`src/rtl/dmem_bus_pkg.sv`:
```
// Shared types and default address map for the data-side request router.
// Feature macro: DMEM_DECERR_EN (decode-error response for unmapped addresses).
package dmem_bus_pkg;

   typedef enum logic [2:0] {
      IDLE  = 3'd0,
      ISSUE = 3'd1,
      WAIT  = 3'd2,
      RESP  = 3'd3,
      ERR   = 3'd4
   } state_e;

   typedef enum logic {
      SEL_RAM  = 1'b0,
      SEL_MMIO = 1'b1
   } sel_e;

   localparam logic [31:0] DEF_RAM_BASE  = 32'h0000_0000;
   localparam logic [31:0] DEF_RAM_SIZE  = 32'h0001_0000;
   localparam logic [31:0] DEF_MMIO_BASE = 32'h1000_0000;
   localparam logic [31:0] DEF_MMIO_SIZE = 32'h0000_1000;

endpackage

```
`src/rtl/dmem_addr_decode.sv`:
```
// Combinational window decode for the RAM and MMIO targets.
// Offsets are taken modulo 2^32 so an address below a base can never hit it.
module dmem_addr_decode #(
   parameter logic [31:0] RAM_BASE  = dmem_bus_pkg::DEF_RAM_BASE,
   parameter logic [31:0] RAM_SIZE  = dmem_bus_pkg::DEF_RAM_SIZE,
   parameter logic [31:0] MMIO_BASE = dmem_bus_pkg::DEF_MMIO_BASE,
   parameter logic [31:0] MMIO_SIZE = dmem_bus_pkg::DEF_MMIO_SIZE
) (
   input  logic [31:0] addr,
   output logic        hit0,
   output logic        hit1,
   output logic        unmapped
);

   logic [31:0] ram_off;
   logic [31:0] mmio_off;

   assign ram_off  = addr - RAM_BASE;
   assign mmio_off = addr - MMIO_BASE;

   assign hit0     = ram_off < RAM_SIZE;
   assign hit1     = mmio_off < MMIO_SIZE;
   assign unmapped = !hit0 && !hit1;

endmodule

```
`src/rtl/dmem_bus_demux.sv`:
```
// Single-outstanding 1:2 router from the load/store unit to data RAM (port 0) and MMIO (port 1).
// Feature macro: DMEM_DECERR_EN -- unmapped addresses get an error response instead of going to port 1.
module dmem_bus_demux
   import dmem_bus_pkg::*;
#(
   parameter logic [31:0] RAM_BASE  = DEF_RAM_BASE,
   parameter logic [31:0] RAM_SIZE  = DEF_RAM_SIZE,
   parameter logic [31:0] MMIO_BASE = DEF_MMIO_BASE,
   parameter logic [31:0] MMIO_SIZE = DEF_MMIO_SIZE
) (
   input  logic        clk,
   input  logic        rst_n,
   input  logic        req_valid,
   output logic        req_ready,
   input  logic [31:0] req_addr,
   input  logic [31:0] req_wdata,
   input  logic        req_we,
   input  logic [3:0]  req_be,
   output logic        rsp_valid,
   input  logic        rsp_ready,
   output logic [31:0] rsp_rdata,
   output logic        rsp_err,
   output logic        m0_valid,
   input  logic        m0_ready,
   output logic [31:0] m0_addr,
   output logic [31:0] m0_wdata,
   output logic        m0_we,
   output logic [3:0]  m0_be,
   input  logic        m0_rsp_valid,
   input  logic [31:0] m0_rsp_rdata,
   output logic        m1_valid,
   input  logic        m1_ready,
   output logic [31:0] m1_addr,
   output logic [31:0] m1_wdata,
   output logic        m1_we,
   output logic [3:0]  m1_be,
   input  logic        m1_rsp_valid,
   input  logic [31:0] m1_rsp_rdata
);

   state_e      state_q, state_d;
   sel_e        sel_q, sel_d;
   logic [31:0] addr_q, addr_d;
   logic [31:0] wdata_q, wdata_d;
   logic        we_q, we_d;
   logic [3:0]  be_q, be_d;
   logic [31:0] rdata_q, rdata_d;

   logic        hit0, hit1, unmapped;
   logic        unused_dec;
   logic        sel_ready;
   logic        sel_rsp_valid;
   logic [31:0] sel_rsp_rdata;

   dmem_addr_decode #(
      .RAM_BASE (RAM_BASE),
      .RAM_SIZE (RAM_SIZE),
      .MMIO_BASE(MMIO_BASE),
      .MMIO_SIZE(MMIO_SIZE)
   ) u_decode (
      .addr    (req_addr),
      .hit0    (hit0),
      .hit1    (hit1),
      .unmapped(unmapped)
   );

   // Port 1 is chosen as "not port 0", so hit1 only matters through unmapped.
`ifdef DMEM_DECERR_EN
   assign unused_dec = hit1;
`else
   assign unused_dec = hit1 ^ unmapped;
`endif

   assign sel_ready     = (sel_q == SEL_MMIO) ? m1_ready     : m0_ready;
   assign sel_rsp_valid = (sel_q == SEL_MMIO) ? m1_rsp_valid : m0_rsp_valid;
   assign sel_rsp_rdata = (sel_q == SEL_MMIO) ? m1_rsp_rdata : m0_rsp_rdata;

   always_comb begin
      // NOTE: every _d is defaulted to its _q first so no path through the case can infer a latch.
      state_d = state_q;
      sel_d   = sel_q;
      addr_d  = addr_q;
      wdata_d = wdata_q;
      we_d    = we_q;
      be_d    = be_q;
      rdata_d = rdata_q;
      case (state_q)
         IDLE: begin
            if (req_valid) begin
               addr_d  = req_addr;
               wdata_d = req_wdata;
               we_d    = req_we;
               be_d    = req_be;
               rdata_d = '0;
               sel_d   = hit0 ? SEL_RAM : SEL_MMIO;
`ifdef DMEM_DECERR_EN
               state_d = unmapped ? ERR : ISSUE;
`else
               state_d = ISSUE;
`endif
            end
         end
         ISSUE: if (sel_ready) state_d = WAIT;
         WAIT: begin
            if (sel_rsp_valid) begin
               rdata_d = we_q ? '0 : sel_rsp_rdata;
               state_d = RESP;
            end
         end
         RESP, ERR: if (rsp_ready) state_d = IDLE;
         default: state_d = IDLE;
      endcase
   end

   always_ff @(posedge clk or negedge rst_n) begin
      if (!rst_n) begin
         state_q <= IDLE;
         sel_q   <= SEL_RAM;
         addr_q  <= '0;
         wdata_q <= '0;
         we_q    <= 1'b0;
         be_q    <= '0;
         rdata_q <= '0;
      end else begin
         // NOTE: non-blocking updates keep every flop sampling pre-edge values regardless of order.
         state_q <= state_d;
         sel_q   <= sel_d;
         addr_q  <= addr_d;
         wdata_q <= wdata_d;
         we_q    <= we_d;
         be_q    <= be_d;
         rdata_q <= rdata_d;
      end
   end

   // State sits at IDLE during reset, so req_ready is explicitly gated by rst_n.
   assign req_ready = rst_n && (state_q == IDLE);
   assign rsp_valid = (state_q == RESP) || (state_q == ERR);
   assign rsp_rdata = rdata_q;
`ifdef DMEM_DECERR_EN
   assign rsp_err   = (state_q == ERR);
`else
   assign rsp_err   = 1'b0;
`endif

   assign m0_valid = (state_q == ISSUE) && (sel_q == SEL_RAM);
   assign m1_valid = (state_q == ISSUE) && (sel_q == SEL_MMIO);
   assign m0_addr  = addr_q;
   assign m0_wdata = wdata_q;
   assign m0_we    = we_q;
   assign m0_be    = be_q;
   assign m1_addr  = addr_q;
   assign m1_wdata = wdata_q;
   assign m1_we    = we_q;
   assign m1_be    = be_q;

endmodule
```
`config.mk`:
```
export PLATFORM = sky130hd
export DESIGN_NAME = dmem_bus_demux
export DESIGN_NICKNAME = d
export VERILOG_FILES = /design/src/rtl/dmem_bus_pkg.sv /design/src/rtl/dmem_addr_decode.sv /design/src/rtl/dmem_bus_demux.sv
export SDC_FILE = /design/constraint.sdc
export NUM_CORES = 1
export LEC_CHECK = 0
export BUFFER_PORTS_ARGS = -buffer_cell sky130_fd_sc_hd__buf_2
export CAP_MARGIN = 20
export CORE_AREA = 2 2 122 124
export CTS_CLUSTER_SIZE = 30
export DETAILED_ROUTE_END_ITERATION = 6
export DIE_AREA = 0 0 124 126
export GPL_TIMING_DRIVEN = 1
export PLACE_DENSITY_LB_ADDON = 0.15
export SYNTH_ARGS = -nofsm -noshare
export SYNTH_HDL_FRONTEND = slang
export SYNTH_SLANG_ARGS = --single-unit
```
`constraint.sdc`:
```
create_clock -name clk -period 2.5 [get_ports clk]
set_clock_uncertainty 0.1 [all_clocks]
set_input_delay 0 -clock clk [delete_from_list [all_inputs] [get_ports clk]]
set_output_delay 0 -clock clk [all_outputs]
set_load 0.05 [all_outputs]
```
==> results of run 1 <==
[through the flow]
step	std cells	cell area, um^2
CTS	955	7954
finish	956	7956
global route	956	7956
global placement	805	6306
floorplan	390	5055
detailed placement	805	6306
[Yosys cell counts (all sizes together)]
library cell,n,area share (%)
inv,2,0.15
a21o,1,0.15
nor2b,3,0.37
ha,4,0.99
mux2i,34,6.7
and2,2,0.25
nor4,4,0.49
a211o,1,0.17
clkbuf,10,0.74
buf,81,12
conb,1,0.074
o31ai,32,7.5
nand2b,1,0.12
nor2,2,0.15
a41oi,1,0.17
a21oi,2,0.20
dfrtp,104,51
mux2,71,16
nand2,34,2.5
[cell type report]
cell class / instances / area (um^2) / area share (%)
well taps: 184 / 230.2 / 2.894
repair buffers: 456 / 2988 / 37.55
clock inverters: 6 / 67.56 / 0.8492
inverters: 2 / 7.507 / 0.09435
clock buffers: 10 / 239.0 / 3.004
multi-input cells: 193 / 1818 / 22.85
diodes: 1 / 2.502 / 0.03145
flip-flops and latches: 104 / 2604 / 32.73
[cells by family after synthesis]
group / count (synthesis)
compound gates: 37
buf+inv: 93
mux: 105
simple gates: 46
flops: 104
fa+ha+maj: 4
other cells: 1
[registers in the layout, summed over array words and instances, names as in the netlist]
name       cells
sel_q          1
m0_wdata      32
m0_addr       32
m0_we          1
rsp_rdata     32
m0_be          4
state_q        2
[worst max path at each step]
stage / start / to / slack (ns)
5_1_grt: state_q[0]$_DFFE_PN0P_ / rsp_rdata[19]$_DFFE_PN0P_ / 0.17
4_1_cts: state_q[0]$_DFFE_PN0P_ / rsp_rdata[6]$_DFFE_PN0P_ / 0.37
3_3_place_gp: state_q[0]$_DFFE_PN0P_ / rsp_rdata[2]$_DFFE_PN0P_ / 0.48
3_5_place_dp: state_q[0]$_DFFE_PN0P_ / rsp_rdata[2]$_DFFE_PN0P_ / 0.38
6_report: state_q[0]$_DFFE_PN0P_ / rsp_rdata[30]$_DFFE_PN0P_ / 0.35
2_1_floorplan: state_q[0]$_DFFE_PN0P_ / rsp_rdata[11]$_DFFE_PN0P_ / 0.73
[worst max-delay path: stages (launching register included)]
cell,delay [ns]
dfrtp_1,0.41
inv_1,0.10
ha_1,0.26
nor2b_1,0.20
a211o_2,0.12
buf_4,0.59
nand2_1,0.16
o31ai_2,0.09
[layer usage]
layer | global-route usage (%) | part of all wire, %
met1 | 19.00 | 39
met2 | 31.97 | 52
met3 | 3.170 | 6.1
met4 | 6.675 | 2.4
met5 | 0 | 0
[timing repair]
action	in CTS	in global routing
resized for setup	0	0
endpoints found under the hold margin	144	0
hold buffers	134	0
==> qor.yml, run 1 <==
detailed_routing:
  avgViaCountPerCell: 4.427
  vias: 4232
  wire_per_inst_um: 14.40
  drt_iter0_drc: 113
  drtPass1Iterations: 4
  ant_nets: 0
  drc_errors: 0
  routed_wl_mm: 13.77
grt:
  grt_max_degree: 65
  track_usage_pct: 17.18
  grt_overflow: 0
  grt_antenna_before_repair: 1
  grt_pass1_wl_mm: 20.92
  grt_pass1_vias: 4329
floorplan:
  rows: 44
  io_pins: 316
  die_w_um: 124
  start_util_pct: 35.31
  fp.coreArea_um2: 14310
  die_h_um: 126
  die_area_um2: 15620
clock_network:
  clkSinkCount: 104
  cts_buffers: 9
  cts_tree: "done"
  h-tree-depth: 3
  post_cts_buffers: 0
  clockBufferDepth: 2
  clk_pin_slew_ns: 0.07
  clkLatencyLatePin_ns: 0.34
  cts_root_buf: "clkbuf_16"
setup_path:
  arrival_ns: 2.29
  critPathKind: "reg -> reg"
  timing.rr.end: "rsp_rdata[30]$_DFFE_PN0P_"
  rr_worst_depth: 7
  r2r_start: "state_q[0]$_DFFE_PN0P_"
  critPathRequiredTime_ns: 2.65
  rrSetupSlack_ns: 0.35
  worst_setup_path_start_kind: "register"
  path_max_fanout: 64
  end_kind: "register"
finish:
  fillCellCount: 1238
  post-route-util_pct: 55.59
  syn2layout_area_growth_pct: 57.40
  drive_gt1_share_pct: 57.20
  mostFrequentLayoutCell: "buf_2"
  final_cell_mix: "313 x buf_2, 134 x dlygate4sd3_1, 103 x dfrtp_1"
  final_nets: 911
hold_path:
  hold_class: "in -> reg"
  min_to: "state_q[1]$_DFFE_PN0P_"
  hold_depth: 5
  hp-start: "rsp_ready"
logic_synthesis:
  synth_compound_area_share_pct: 8.218
  ys_warn_count: 0
  synthSimpleGateAreaFrac_pct: 3.911
  synth_cells: 390
  synth_mux_area_share_pct: 22.55
  yosysSeqAreaShare_pct: 51.49
  synthesis.nets: 535
  syn_avg_cell_area_um2: 12.96
  ys_ff_latch: 104
  synthAdderAreaFrac_pct: 0.9901
  netlist_area_um2: 5055
  synth.distinct_cells: 22
  synth_top_family_by_area: "multiplexers"
  synth-xor-area-share_pct: 0
timing:
  holdWs_ns: 0.09344
  min_period_ns: 2.146
  rsz0062_at_grt: "no"
  finalWorstSetupSlack_ns: 0.3538
  max_freq_mhz: 465.9
  finalSetupViolCount: 0
  timing.final.crit_share_pct: 85.85
  slew_headroom_pct: 49.23
  worst_slew_pin_slew_ns: 0.7616
  hold_viol: 0
  slew_violations: 0
  fin_setup_tns_ns: 0
job:
  cap_violations: 0
place:
  dp_hpwl_mm: 9.777
  place.port_buffers: 314
  place_ws_ns: 0.3824
  gp_congestion: 0.7354
outcome:
  status: "complete, no violations"
Power of run 1 is left out: the tool's default activity adds up to more than one toggle a clock period on the data nets, which glitch-free logic cannot reach.
==> inputs of run 2 (changes only) <==
Settings changed: CORE_AREA 2 2 122 124 to 3 3 123 125, DIE_AREA 0 0 124 126 to 0 0 126 128.
==> qor.yml, run 2 (synthesis results as in run 1) <==
timing:
  rsz0062_at_grt: "no"
  slew_headroom_pct: 64.03
  slew_violations: 0
  worst_slew_pin_slew_ns: 0.5395
  min_period_ns: 1.969
  fin_setup_tns_ns: 0
  max_freq_mhz: 507.8
  hold_viol: 0
  finalSetupViolCount: 0
  timing.final.crit_share_pct: 78.76
grt:
  track_usage_pct: 17.98
  grt_antenna_before_repair: 2
  grt_overflow: 0
  grt_pass1_wl_mm: 23.08
  grt_pass1_vias: 4456
  grt_max_degree: 65
setup_path:
  arrival_ns: 2.09
  critPathKind: "reg -> reg"
  critPathRequiredTime_ns: 2.62
  path_max_fanout: 24
  worst_setup_path_start_kind: "register"
  end_kind: "register"
detailed_routing:
  avgViaCountPerCell: 4.498
  routed_wl_mm: 14.77
  drc_errors: 0
  drtPass1Iterations: 4
  vias: 4282
  wire_per_inst_um: 15.51
  ant_nets: 0
  drt_iter0_drc: 168
place:
  place.port_buffers: 314
  dp_hpwl_mm: 10.54
  gp_congestion: 0.8540
finish:
  final_cell_mix: "313 x buf_2, 134 x dlygate4sd3_1, 103 x dfrtp_1"
  final_nets: 912
  mostFrequentLayoutCell: "buf_2"
  fillCellCount: 1165
  n_antenna_cell: 0
  drive_gt1_share_pct: 56.87
  post-route-util_pct: 57.02
  syn2layout_area_growth_pct: 57.80
clock_network:
  cts_buffers: 9
  clkSinkCount: 104
  clkLatencyLatePin_ns: 0.34
  h-tree-depth: 3
  cts_root_buf: "clkbuf_16"
  cts_tree: "done"
  clk_pin_slew_ns: 0.07
  clockBufferDepth: 2
  post_cts_resized: 0
floorplan:
  die_area_um2: 16130
  die_w_um: 126
  rows: 43
  die_h_um: 128
  fp.coreArea_um2: 13990
  start_util_pct: 36.14
  io_pins: 316
hold_path:
  hold_class: "in -> async"
outcome:
  status: "complete, no violations"
job:
  cap_violations: 0
==> run 2: changes by cell type in the layout (fill, tap and decap cells not counted), sizes merged <==
cell      previous run  this run
buf                322       323
clkbuf              10        14
clkinv               2         0
clkinvlp             2         1
diode                1         0
inv                  3         2
==> run 2: what timing repair did <==
action,in CTS,in global routing
hold buffers,134,0
hold endpoints to repair,139,0
buffers inserted,0,0
==> run 2: critical path, stage by stage, from the launching register on <==
cell           delay (ns)
dfrtp_2              0.42
buf_4                0.38
mux2i_1              0.28
dlygate4sd3_1        0.59
o31ai_2              0.06
==> run 2: area by class of cell <==
class	count	area (um^2)	share of cell area (%)
timing repair buffer	457	3020	37.87
sequential	104	2604	32.64
multi-input combinational	193	1818	22.79
clock buffer	14	264.0	3.310
tap	180	225.2	2.824
clock inverter	2	37.54	0.4706
inverter	2	7.507	0.09412
==> run 2: metal layers <==
| layer | routed length, um | track usage [%] |
|---|---|---|
| met3 | 1036 | 4.625 |
| met2 | 7919 | 33.36 |
| met4 | 284 | 6.814 |
| met5 | 25 | 0 |
| met1 | 5499 | 19.70 |
==> run 2: per-stage QoR <==
| stage | setup slack, ns | std cells | area [um^2] | hold slack (ns) |
|---|---|---|---|---|
| 2_1_floorplan | 0.7254 | 390 | 5055 | -0.3956 |
| 3_3_place_gp | 0.6005 | 802 | 6334 | -0.08499 |
| 3_5_place_dp | 0.5361 | 802 | 6334 | -0.07803 |
| 4_1_cts | 0.5293 | 952 | 7976 | 0.07022 |
| 5_1_grt | 0.4026 | 952 | 7976 | 0.09746 |
| 6_report | 0.5309 | 952 | 7976 | 0.06991 |
==> run 2: worst paths after layout <==
kind / start / slack, ns / endpoint / cells past startpoint
min in group clk: rsp_ready / 0.09 / state_q[1]$_DFFE_PN0P_ / 5
worst min register to register: rsp_rdata[31]$_DFFE_PN0P_ / 0.37 / rsp_rdata[31]$_DFFE_PN0P_ / 2
worst max-delay path: sel_q$_DFFE_PN0P_ / 0.53 / rsp_rdata[25]$_DFFE_PN0P_ / 4
max in group asynchronous: rst_n / 1.38 / m0_addr[9]$_DFFE_PN0P_ / 3
worst max register to register: sel_q$_DFFE_PN0P_ / 0.53 / rsp_rdata[25]$_DFFE_PN0P_ / 4
worst min-delay path: rst_n / 0.07 / m0_wdata[0]$_DFFE_PN0P_ / 2
Power of run 2 is left out for the same reason.
==> inputs of run 3 (changes only) <==
Settings changed: ABC_AREA set to 1.
Clock period 2.5 ns to 1.9 ns, I/O delays scaled along.
==> qor.yml, run 3 <==
logic_synthesis:
  synth_top_family_by_area: "simple AND/OR/NAND/NOR gates"
  synth.distinct_cells: 21
  synth-xor-area-share_pct: 0
  synth.top_cell.area_share_pct: 50.07
  syn_avg_cell_area_um2: 7.816
  ys_ff_latch: 104
  ys_warn_count: 0
  synthSimpleGateAreaFrac_pct: 27.85
  netlist_area_um2: 5197
  synth_top_area_cell: "dfrtp_1"
  synth_ff_type: "dfrtp_1"
  synthesis.nets: 810
  synth_edf_count: 0
  synthAdderAreaFrac_pct: 0.9629
  synth_mux_area_share_pct: 0
  synthArstFlopShare_pct: 100.0
  synth_compound_area_share_pct: 6.428
  yosysSeqAreaShare_pct: 50.07
  synth_common_cells: "355 x nand2_1, 104 x dfrtp_1, 74 x buf_4"
  yosysMostFrequentCell: "nand2_1"
  synthTopCellsByArea: "dfrtp_1 50%, nand2_1 26%, buf_4 11%"
  synth_cells: 665
detailed_routing:
  drtPass1Iterations: 4
  drc_errors: 0
  avgViaCountPerCell: 4.516
  wire_per_inst_um: 14.07
  vias: 5528
  drt_iter0_drc: 256
  ant_nets: 0
  routed_wl_mm: 17.22
clock_network:
  clkSinkCount: 104
  clk_pin_slew_ns: 0.07
  cts_root_buf: "clkbuf_16"
  cts_buffers: 9
  cts_tree: "done"
  clockBufferDepth: 2
  h-tree-depth: 3
  clkLatencyLatePin_ns: 0.34
grt:
  grt_overflow: 0
  grt_pass1_wl_mm: 27.02
  grt_antenna_before_repair: 0
  track_usage_pct: 20.65
  grt_pass1_vias: 5370
  grt_max_degree: 61
place:
  gp_congestion: 0.8001
  placedCellCount: 1071
  placed_area_um2: 6462
  dp_hpwl_mm: 11.43
  place.port_buffers: 314
timing:
  finalSetupViolCount: 0
  timing.final.crit_share_pct: 90.88
  fin_setup_tns_ns: 0
  slew_violations: 0
  max_freq_mhz: 579.1
  worst_slew_pin_slew_ns: 0.5146
  min_period_ns: 1.727
  rsz0062_at_grt: "no"
  hold_viol: 1
  holdWs_ns: -0.01243
  slew_headroom_pct: 65.69
finish:
  drive_gt1_share_pct: 33.72
  finalNonFillerCells: 1224
  post-route-util_pct: 58.42
  fin_area_um2: 8172
  syn2layout_area_growth_pct: 57.22
  mostFrequentLayoutCell: "nand2_1"
  n_antenna_cell: 0
  final_nets: 1184
  final_cell_mix: "354 x nand2_1, 313 x buf_2, 136 x dlygate4sd3_1"
job:
  cap_violations: 0
outcome:
  violations: "hold timing"
  status: "complete, but fails checks"
floorplan:
  die_w_um: 126
  rows: 43
  io_pins: 316
  start_util_pct: 37.16
  die_area_um2: 16130
  die_h_um: 128
  fp.coreArea_um2: 13990
setup_path:
  arrival_ns: 1.91
  end_kind: "register"
  critPathKind: "reg -> reg"
  path_max_fanout: 21
  critPathRequiredTime_ns: 2.08
  worst_setup_path_start_kind: "register"
hold_path:
  hold_class: "in -> reg"
run 3: cell types whose count changed in the layout (fill, tap and decap cells not counted), moves of 4 or more:
cell     previous run  this run
o31ai_2            28         0
nor2_1              2        13
buf_4               7        11
a21oi_1             2        32
inv_1               2         9
o21ai_1             0        16
o21ai_0             0        17
mux2i_1            34         0
nor4_1              4         0
nand2_1            33       354
mux2_2             71         0
o31ai_1             4         0
run 3: layer usage:
metal,part of all wire [%],vias up,GRT usage (%)
li1,-,2719,-
met1,40,2545,23.53
met2,52,236,38.44
met3,6.8,28,5.042
met4,1.7,0,5.804
met5,0,-,0
run 3: repair_timing:
action / 4_1_cts / 5_1_grt
endpoints found under the hold margin: 208 / 0
hold buffers: 137 / 0
setup endpoints to repair: 0 / 7
resized for setup: 0 / 1
setup buffers: 0 / 1
run 3: final timing paths:
path,endpoint,cells after the start,from,slack (ns)
hold reg to reg,rsp_rdata[6]$_DFFE_PN0P_,2,rsp_rdata[6]$_DFFE_PN0P_,0.38
setup / recovery,rsp_rdata[24]$_DFFE_PN0P_,8,state_q[0]$_DFFE_PN0P_,0.17
max in group asynchronous,state_q[1]$_DFFE_PN0P_,3,rst_n,0.86
hold / removal,state_q[1]$_DFFE_PN0P_,5,m1_rsp_valid,-0.01
min in group asynchronous,rsp_rdata[29]$_DFFE_PN0P_,3,rst_n,0.11
setup reg to reg,rsp_rdata[24]$_DFFE_PN0P_,8,state_q[0]$_DFFE_PN0P_,0.17
run 3: logic make-up after synthesis:
kind of cell,Yosys count
AND/OR/NAND/NOR,375
buffers and inverters,115
flip-flops,104
AO/OA/AOI/OAI,66
adder cells (fa/ha/maj),4
other,1
run 3: cell type report:
| class | count | area, um^2 |
|---|---|---|
| clock buffer | 11 | 232.7 |
| clock inverter | 5 | 103.9 |
| fill | 1298 | 5817 |
| inverter | 12 | 47.55 |
| multi-input combinational | 446 | 1838 |
| sequential | 104 | 2603 |
| tap | 180 | 225.2 |
| timing repair buffer | 466 | 3122 |
run 3: stage by stage:
stage	worst slack, ns	hold WS [ns]
final	0.1733	-0.01243
after global routing	0.009678	0.005423
after CTS	0.05200	0.003536
after detailed placement	0.1303	-0.2573
after global placement	0.1765	-0.2583
after floorplan	0.3397	-0.3956
run 3: worst max-delay path, cell delays in order, from the launching register on:
cell	delay [ns]
dfrtp_1	0.41
inv_1	0.10
ha_1	0.19
buf_4	0.14
nand3_4	0.09
inv_4	0.16
buf_4	0.29
o21ai_0	0.12
nand2_1	0.07
Power of run 3 is left out for the same reason.
